==> src/rtl/mult_pkg.sv <==
// mult_pkg: shared definitions for the digit-serial multiplier.
//   DIGIT_W   - width of one multiplier digit (radix-4 digits)
//   MAX_W     - widest operand top_digit() can scan
//   state_e   - controller states IDLE / CALC / DONE
//   top_digit - index of the highest nonzero DIGIT_W-bit digit (0 when the
//               value is zero)
package mult_pkg;

  localparam int DIGIT_W = 2;
  localparam int MAX_W   = 64;

  typedef enum logic [1:0] {
    ST_IDLE = 2'd0,
    ST_CALC = 2'd1,
    ST_DONE = 2'd2
  } state_e;

  function automatic int top_digit(input logic [MAX_W-1:0] v);
    int hi;
    hi = 0;
    for (int k = 0; k < MAX_W / DIGIT_W; k++) begin
      if (v[k*DIGIT_W +: DIGIT_W] != 2'b00) begin
        hi = k;
      end
    end
    return hi;
  endfunction

endpackage

==> src/rtl/mult2x2.sv <==
// mult2x2: combinational 2-bit x 2-bit unsigned multiplier built from
// partial-product gates (no multiply operator).
//   x - 2-bit operand
//   y - 2-bit operand
//   z - 4-bit product x*y
module mult2x2 (
  input  logic [1:0] x,
  input  logic [1:0] y,
  output logic [3:0] z
);

  logic pp00_s;
  logic pp01_s;
  logic pp10_s;
  logic pp11_s;
  logic c1_s;

  assign pp00_s = x[0] & y[0];
  assign pp01_s = x[0] & y[1];
  assign pp10_s = x[1] & y[0];
  assign pp11_s = x[1] & y[1];
  // carry out of the weight-2 column feeds the weight-4 column
  assign c1_s   = pp01_s & pp10_s;

  assign z[0] = pp00_s;
  assign z[1] = pp01_s ^ pp10_s;
  assign z[2] = pp11_s ^ c1_s;
  assign z[3] = pp11_s & c1_s;

endmodule

==> src/rtl/mult_seq_digit.sv <==
// mult_seq_digit: sequential unsigned multiplier that consumes one radix-4
// digit of b per cycle. Each cycle a full row (a * b digit) is formed by
// DIGITS mult2x2 cells and added into the accumulator at weight 4^idx.
// With EARLY_EXIT=1 the operation ends as soon as no nonzero b digit remains.
//   clk, rst_n          - clock, asynchronous active-low reset
//   in_valid / in_ready - operand handshake (in_ready only while idle)
//   a, b                - unsigned operands, WIDTH bits
//   out_valid/out_ready - result handshake, p held until accepted
//   p                   - product, 2*WIDTH bits
module mult_seq_digit
  import mult_pkg::*;
#(
  parameter int WIDTH      = 8,
  parameter int EARLY_EXIT = 1
) (
  input  logic               clk,
  input  logic               rst_n,
  input  logic               in_valid,
  output logic               in_ready,
  input  logic [WIDTH-1:0]   a,
  input  logic [WIDTH-1:0]   b,
  output logic               out_valid,
  input  logic               out_ready,
  output logic [2*WIDTH-1:0] p
);

  localparam int DIGITS = WIDTH / DIGIT_W;
  localparam int IDX_W  = $clog2(DIGITS);
  localparam int ROW_W  = WIDTH + DIGIT_W;
  localparam int P_W    = 2 * WIDTH;
  localparam logic [IDX_W-1:0] LAST_IDX = IDX_W'(DIGITS - 1);

  localparam logic [1:0] S_IDLE = ST_IDLE;
  localparam logic [1:0] S_CALC = ST_CALC;
  localparam logic [1:0] S_DONE = ST_DONE;

  logic [1:0]              state_r;
  logic                    in_ready_r;
  logic                    out_valid_r;
  logic [P_W-1:0]          p_r;
  logic [P_W-1:0]          acc_r;
  logic [IDX_W-1:0]        idx_r;
  logic [IDX_W-1:0]        last_idx_r;
  logic [WIDTH-1:0]        a_r;
  logic [WIDTH-1:0]        b_r;

  logic [DIGIT_W-1:0]      b_dig_s;
  logic [DIGITS-1:0][3:0]  pp_s;
  logic [ROW_W-1:0]        row_s;
  logic [P_W-1:0]          acc_next_s;
  logic [IDX_W-1:0]        last_idx_s;

  // current multiplier digit selected by the digit index
  always_comb begin
    b_dig_s = b_r[{idx_r, 1'b0} +: DIGIT_W];
  end

  for (genvar k = 0; k < DIGITS; k++) begin : g_cell
    mult2x2 u_cell (
      .x (a_r[k*DIGIT_W +: DIGIT_W]),
      .y (b_dig_s),
      .z (pp_s[k])
    );
  end

  // row = sum of the digit products of a, each at weight 4^k
  always_comb begin
    row_s = '0;
    for (int k = 0; k < DIGITS; k++) begin
      row_s = row_s + (ROW_W'(pp_s[k]) << (DIGIT_W * k));
    end
  end

  // accumulator update; the final sum fits 2*WIDTH bits so no carry is lost
  always_comb begin
    acc_next_s = acc_r + (P_W'(row_s) << {idx_r, 1'b0});
  end

  // index of the final CALC cycle, decided once at accept time from b
  always_comb begin
    if (EARLY_EXIT != 0) begin
      last_idx_s = IDX_W'(top_digit(MAX_W'(b)));
    end else begin
      last_idx_s = LAST_IDX;
    end
  end

  // controller, datapath registers and registered handshake outputs
  always_ff @(posedge clk or negedge rst_n) begin
    if (!rst_n) begin
      state_r     <= S_IDLE;
      in_ready_r  <= 1'b1;
      out_valid_r <= 1'b0;
      p_r         <= '0;
      acc_r       <= '0;
      idx_r       <= '0;
      last_idx_r  <= '0;
      a_r         <= '0;
      b_r         <= '0;
    end else begin
      case (state_r)
        S_IDLE: begin
          if (in_valid && in_ready_r) begin
            a_r        <= a;
            b_r        <= b;
            acc_r      <= '0;
            idx_r      <= '0;
            last_idx_r <= last_idx_s;
            in_ready_r <= 1'b0;
            state_r    <= S_CALC;
          end
        end
        S_CALC: begin
          acc_r <= acc_next_s;
          idx_r <= idx_r + IDX_W'(1);
          if (idx_r == last_idx_r) begin
            p_r         <= acc_next_s;
            out_valid_r <= 1'b1;
            state_r     <= S_DONE;
          end
        end
        S_DONE: begin
          if (out_ready) begin
            out_valid_r <= 1'b0;
            in_ready_r  <= 1'b1;
            state_r     <= S_IDLE;
          end
        end
        default: begin
          out_valid_r <= 1'b0;
          in_ready_r  <= 1'b1;
          state_r     <= S_IDLE;
        end
      endcase
    end
  end

  assign in_ready  = in_ready_r;
  assign out_valid = out_valid_r;
  assign p         = p_r;

endmodule

==> config.mk <==
export PLATFORM = sky130hd
export DESIGN_NAME = mult_seq_digit
export DESIGN_NICKNAME = d
export VERILOG_FILES = /design/src/rtl/mult_pkg.sv /design/src/rtl/mult2x2.sv /design/src/rtl/mult_seq_digit.sv
export SDC_FILE = /design/constraint.sdc
export NUM_CORES = 1
export LEC_CHECK = 0
export ABC_AREA = 0
export BUFFER_PORTS_ARGS = -buffer_cell sky130_fd_sc_hd__buf_2
export CAP_MARGIN = 20
export CORE_ASPECT_RATIO = 0.9
export CORE_UTILIZATION = 40
export CTS_BUF_LIST = sky130_fd_sc_hd__clkbuf_16
export DETAILED_ROUTE_END_ITERATION = 8
export HOLD_SLACK_MARGIN = 0.12
export PLACE_DENSITY_LB_ADDON = 0.15
export SLEW_MARGIN = 20
export SYNTH_ARGS = -nofsm -noshare
export SYNTH_HDL_FRONTEND = slang
export SYNTH_SLANG_ARGS = --single-unit
==> constraint.sdc <==
create_clock -name clk -period 15.6 [get_ports clk]
set_input_delay 0.78 -clock clk [delete_from_list [all_inputs] [get_ports clk]]
set_output_delay 0.78 -clock clk [all_outputs]
set_load 0.05 [all_outputs]
Word level (Yosys, flattened, before mapping)
Cells that the tools add are included.
{"block": "totals", "reg_bits": 56, "inputBits": 20, "output_inout_bits": 18}
{"block": "op_classes", "addsub": 5, "eq_ne": 6, "shift": 2, "n_mux": 17, "bitwise_logic": 34, "reduce_logical": 12}
{"operator": "one-hot mux 16 bit (2 select lines)", "n": 1}
{"operator": "AND 1 bit", "n": 24}
{"operator": "adder 16 bit", "n": 1}
{"operator": "2-to-1 mux 16 bit", "n": 1}
{"operator": "left shift 10 x 3 -> 16 bit", "n": 1}
{"operator": "2-to-1 mux 2 bit", "n": 6}
{"operator": "adder 9 x 10 -> 10 bit", "n": 1}
{"operator": "adder 7 x 8 -> 9 bit", "n": 1}
{"operator": "AND reduction 3 bit", "n": 3}
{"operator": "nonzero test 2 bit", "n": 4}
{"operator": "variable part select 8 x 4 -> 2 bit", "n": 1}
{"operator": "bitwise XOR 1 bit", "n": 8}
{"operator": "adder 4 x 6 -> 7 bit", "n": 1}
{"operator": "!= test 2 bit, second input constant", "n": 3}
{"operator": "one-hot mux 1 bit (3 select lines)", "n": 2}
{"operator": "one-hot mux 2 bit (3 select lines)", "n": 1}
{"operator": "AND reduction 2 bit", "n": 3}
{"operator": "2-to-1 mux 1 bit", "n": 5}
{"operator": "one-hot mux 2 bit (2 select lines)", "n": 1}
{"operator": "adder 2 x 1 -> 2 bit, second input constant", "n": 1}
{"operator": "equality test 2 x 1 -> 1 bit, second input constant", "n": 1}
{"operator": "equality test 2 bit", "n": 1}
{"operator": "equality test 2 bit, second input constant", "n": 1}
{"operator": "logical NOT 2 bit", "n": 1}
{"operator": "other kinds (2)", "n": 3}

Logic depth before layout (Yosys ltp)
{"block": "depth", "word_depth": 10, "mapped_depth": 22, "mapped_depth_nobuf": 21}

By module
From an unflattened synthesis, not the netlist that was laid out.
{"block": "hier_totals", "hier_cells": 368, "area_unflattened_um2": 3622.2}
{"module": "mult_seq_digit", "n_inst": 1, "cells_each": 340, "area_per_inst_um2": 3392.0}
{"module": "mult2x2", "n_inst": 4, "cells_each": 7, "area_per_inst_um2": 57.6}

Worst setup path after synthesis
No wires, ideal clock.
{"block": "synth_path", "path_kind": "reg-to-reg", "from": "reg idx_r[0]", "to": "reg acc_r[15]", "setup_time_ps": 83, "arrival_time_ps": 5281, "slack_ps": 10236, "path_stages_with_launch": 22, "period_less_slack_ps": 5364, "path_cell_list": "dfrtp_1 buf_6 mux4_2 and2_1 ha_1 ha_1 ha_1 fa_1 a21o_1 a21oi_1 o21ai_0 a21oi_1 xnor2_1 mux4_2 ha_1 and4_4 a21o_1 a2111o_1 a31o_1 xor2_1 or3_1 o21ai_0"}
{"block": "synth_between", "elab_chain_cells": 10}
{"item": "start: declaration", "line_no": "mult_seq_digit.sv:42", "source": "logic [IDX_W-1:0] idx_r;"}
{"item": "start signal: assignment", "line_no": "mult_seq_digit.sv:115", "source": "idx_r <= idx_r + IDX_W'(1);"}
{"item": "variable part select 8 x 4 -> 2 bit", "line_no": "mult_seq_digit.sv:55", "source": "b_dig_s = b_r[{idx_r, 1'b0} +: DIGIT_W];"}
{"item": "AND 1 bit, on equally long branches", "line_no": "mult2x2.sv:19, mult2x2.sv:20"}
{"item": "AND 1 bit", "line_no": "mult2x2.sv:23", "source": "assign c1_s = pp01_s & pp10_s;"}
{"item": "bitwise XOR 1 bit / AND 1 bit (equally long branches)", "line_no": "mult2x2.sv:27, mult2x2.sv:28"}
{"item": "adder 4 x 6 -> 7 bit", "line_no": "mult_seq_digit.sv:70", "source": "row_s = row_s + (ROW_W'(pp_s[k]) << (DIGIT_W * k));"}
{"item": "adder 7 x 8 -> 9 bit", "line_no": "mult_seq_digit.sv:70"}
{"item": "adder 9 x 10 -> 10 bit", "line_no": "mult_seq_digit.sv:70"}
{"item": "left shift 10 x 3 -> 16 bit (*)", "line_no": "mult_seq_digit.sv:76", "source": "acc_next_s = acc_r + (P_W'(row_s) << {idx_r, 1'b0});"}
{"item": "adder 16 bit (*)", "line_no": "mult_seq_digit.sv:76"}
{"item": "one-hot mux 16 bit (2 select lines) (*)", "line_no": "mult_seq_digit.sv:101", "source": "case (state_r)"}
{"item": "end signal: assignment", "line_no": "mult_seq_digit.sv:114", "source": "acc_r <= acc_next_s;"}
{"item": "end: declaration", "line_no": "mult_seq_digit.sv:41", "source": "logic [P_W-1:0] acc_r;"}
Every way passes the cells marked *; elsewhere a longest branch is shown, timed or not.
A chain may end at the register's enable or synchronous reset.

Worst setup path after layout
{"block": "layout_path", "from": "reg idx_r[0]", "to": "reg p_r[15] (netlist: p[15])"}
{"block": "layout_between", "elab_chain_cells": 9}
{"item": "variable part select 8 x 4 -> 2 bit", "line_no": "mult_seq_digit.sv:55"}
{"item": "AND 1 bit, on equally long branches", "line_no": "mult2x2.sv:19, mult2x2.sv:20"}
{"item": "AND 1 bit", "line_no": "mult2x2.sv:23"}
{"item": "bitwise XOR 1 bit / AND 1 bit (equally long branches)", "line_no": "mult2x2.sv:27, mult2x2.sv:28"}
{"item": "adder 4 x 6 -> 7 bit", "line_no": "mult_seq_digit.sv:70"}
{"item": "adder 7 x 8 -> 9 bit", "line_no": "mult_seq_digit.sv:70"}
{"item": "adder 9 x 10 -> 10 bit", "line_no": "mult_seq_digit.sv:70"}
{"item": "left shift 10 x 3 -> 16 bit", "line_no": "mult_seq_digit.sv:76"}
{"item": "adder 16 bit", "line_no": "mult_seq_digit.sv:76"}
{"item": "end signal: assignment", "line_no": "mult_seq_digit.sv:117", "source": "p_r <= acc_next_s;"}
{"item": "end: declaration", "line_no": "mult_seq_digit.sv:40", "source": "logic [P_W-1:0] p_r;"}
Parallel ways exist; a longest one is shown, timed or not.

==> impl_results.md <==
* Final WL at 7460 µm
* Worst setup margin at 9.49 ns
* Clk pwr share at 11.9%
* RSZ-0062 raised after global routing: false
* Most frequent cells after synthesis: dfrtp_1 (55), nand2_1 (48), o21ai_0 (34), ha_1 (30), a21oi_1 (23)
* TritonCTS clock tree: done
* Leak at 1.92 nW
* Yosys cell types at 52
* Die height at 91.8 µm
* Logic pwr share at 61.3%
* Flop-to-flop setup slack at 9.49 ns
* Final hold vios at 0
* Routed vias/inst at 5.29
* Initial Util at 41.4%
* Syn_area_per_cell at 9.61 µm²
* Htree depth at 2
* Synth area leader: dfrtp_1
* Die width at 102 µm
* CTS clk-pin slew, worst paths at 0.08 ns
* Setup TNS at 0 ns
* Layout cell share with drive strength beyond 1 at 19.3%
* # nets final at 456
* CP Launch Type: flip-flop
* Flop pwr share at 26.8%
* Sequential share of the synthesized area at 39.1%
* Number of synthesized flops with an enable pin at 0
* Met2 Use GR at 25.6%
* Core Area at 0.00865 mm²
* Root Buffer: clkbuf_16
* Global route hottest layer: met1
* Synthesized Nets at 425
* Ys async rst share at 100%
* Tmin final at 6.11 ns
* Worst-skew pair later-pin latency at 0.30 ns
* Worst hold path type: reg -> reg
* # diodes at 0
* Fmax at 164 MHz
* RR Endpoint: p[15]
* Worst hold stages at 2
* Critical R2R Launch: idx_r[0]
* Pint at 0.497 mW
* DR vias at 2,773
* Largest net degree at the start of global routing at 57
* DIE AREA at 0.00934 mm²
* Pins Over Slew Limit at 0
* Global-route usage over all layers at 17.3%
* Post-layout util at 46.4%
* Reg2Reg Depth at 20
* CTS sink cnt at 56
* Critical path type: reg -> reg
* FP Rows at 32
* NetSw at 0.464 mW
* Peak VDD IR at 0.000108 V
* Period utilisation layout at 39.1%
* Drt first-iter violations at 137
* # DRC at 0
* GR Layer Usage met3 at 2.52%
* Total setup buffers inserted after CTS at 0
* HPWL after DPL at 5440 µm
* Flops & latches, synth at 56
* Main synth FF type: dfrtp_1
* Pre-CTS setup slack at 9.53 ns
* Grt total ovfl at 0
* Critical path peak fanout at 21
* Hold Path End: p[13]
* Worst Tran Pin Value at 1.06 ns
* Max Clock Skew at 0.00580 ns
* I/O pin total at 38
* Element type at the critical path end: flip-flop
* CP Data Required Time at 15.75 ns
* Rel. slew slack at 29.5%
* Drt pass-1 iters at 4
* I/O Buffers at 37
* Initial antenna violation count at 0
* Number of gates resized after cts at 0
* Antenna viol nets, final at 0
* Count of mapped cells out of synthesis at 373
* Most common cell in the netlist: dfrtp_1
* Number of fill cells in the layout at 881
* # hold bufs at CTS at 0
* Final hold slack at 0.475 ns
* Sw frac at 48.3%
* Yosys top cell area share at 38.4%
* CP Launch Point: idx_r[0]
* Dominant cells by area after synthesis: dfrtp_1 (38%), ha_1 (10%), mux2_2 (5.7%)
* Layout area overhead at 11.9%
* CTS buffer count at 5
* WL/cell at 14.2 µm
* Grt met1 use at 25.8%
* Synth warn at 0
* CTS Buffer Depth at 2
* Hold wc startpoint: p[13]
* Outcome: finished, final reports clean
* GP Congestion at 0.858
* Post-Syn Area at 0.00358 mm²
* Power Dens Cells at 239 mW/mm²
* Setup violations, final at 0
* WP data arrival at 6.25 ns
* First-pass GRT wire length at 12,600 µm
* Max_cap viols at 0
* Number of global-route vias before repair at 2,579
-- critical path, cell delays in order, from the launching register on --
cell	delay (ns)
dfrtp_1	0.78
mux4_2	0.68
and2_1	0.20
ha_1	0.17
ha_1	0.28
ha_1	0.23
fa_1	0.41
a21o_1	0.18
a21oi_1	0.21
o21ai_0	0.11
a21oi_1	0.18
xnor2_1	0.14
mux4_2	0.47
ha_1	0.36
and4_4	0.18
a21o_1	0.19
a2111o_1	0.42
a31o_1	0.20
xor2_1	0.32
xnor2_1	0.16
o21ai_0	0.09
-- power groups by stage --
stage	clock [mW]	sequential, mW	combinational [mW]
global placement	0	0.259	0.582
finish	0.114	0.257	0.589
floorplan	0	0.302	0.423
CTS	0.118	0.258	0.594
global route	0.123	0.267	0.659
detailed placement	0	0.260	0.591
-- worst max-delay path by stage --
stage | endpoint | slack, ns
CTS | p[15] | 9.51
finish | p[15] | 9.49
global placement | acc_r[15] | 9.78
global route | p[15] | 9.14
floorplan | acc_r[15] | 10.24
detailed placement | p[15] | 9.53
-- logic make-up (layout without fill, tap and decap cells) --
family                   Yosys count  after routing  synth area share [%]
AO/OA/AOI/OAI                    100            100                  17.3
XOR/XNOR                          22             22                  5.38
adder cells (fa/ha/maj)           32             32                  11.6
buffers and inverters             24             56                  2.93
flip-flops                        56             56                  39.1
multiplexers                      23             23                  8.10
AND/OR/NAND/NOR                  116            116                  15.6
-- cell type report --
cell class / count / area [µm²] / share of cell area (%)
clock buffer: 5 / 125 / 3.12
clock inverter: 3 / 17.5 / 0.437
inverter: 9 / 33.8 / 0.842
multi-input combinational: 293 / 2080 / 51.9
sequential: 56 / 1400 / 35.0
tap: 119 / 149 / 3.71
timing repair buffer: 39 / 200 / 4.99
-- sequential cells by signal, summed over array words and instances (netlist names) --
name,flops
acc_r,16
p,16
a_r,8
b_r,8
idx_r,2
last_idx_r,2
state_r,2
in_ready,1
out_valid,1
-- layout by cell type, fill, tap and decap left out, types with 3 or more instances in the layout --
master     synthesis  layout
nor3_1             3       3
inv_1              9      10
nor2_1            20      20
and3_1             3       3
xnor2_1           10      10
nor3b_1            3       3
clkbuf_16          0       5
nand2_1           48      48
mux4_2             3       3
a21o_1             4       4
and2_1            16      16
or3_1              3       3
mux2_2            18      18
buf_2              0      37
o21bai_1           4       4
xor2_1            12      12
ha_1              30      30
nand2b_1           3       3
o21ai_0           34      34
a21oi_1           23      23
o31ai_1            3       3
o22ai_1           14      14
dfrtp_1           55      55
nand3_1            9       9
-- per-stage QoR --
| stage | power, mW | instance area, µm² | std cells |
|---|---|---|---|
| 2_1_floorplan | 0.725 | 3580 | 373 |
| 5_1_grt | 1.05 | 4010 | 524 |
| 6_report | 0.961 | 4010 | 524 |
| 3_3_place_gp | 0.842 | 3870 | 516 |
| 3_5_place_dp | 0.851 | 3870 | 516 |
| 4_1_cts | 0.970 | 4010 | 524 |
-- layer usage --
layer,up-vias,routed length (µm)
met2,50,3330
li1,1402,-
met4,0,68
met5,-,0
met3,5,268
met1,1316,3790
Note: power is estimated with default switching activity, not from simulation.
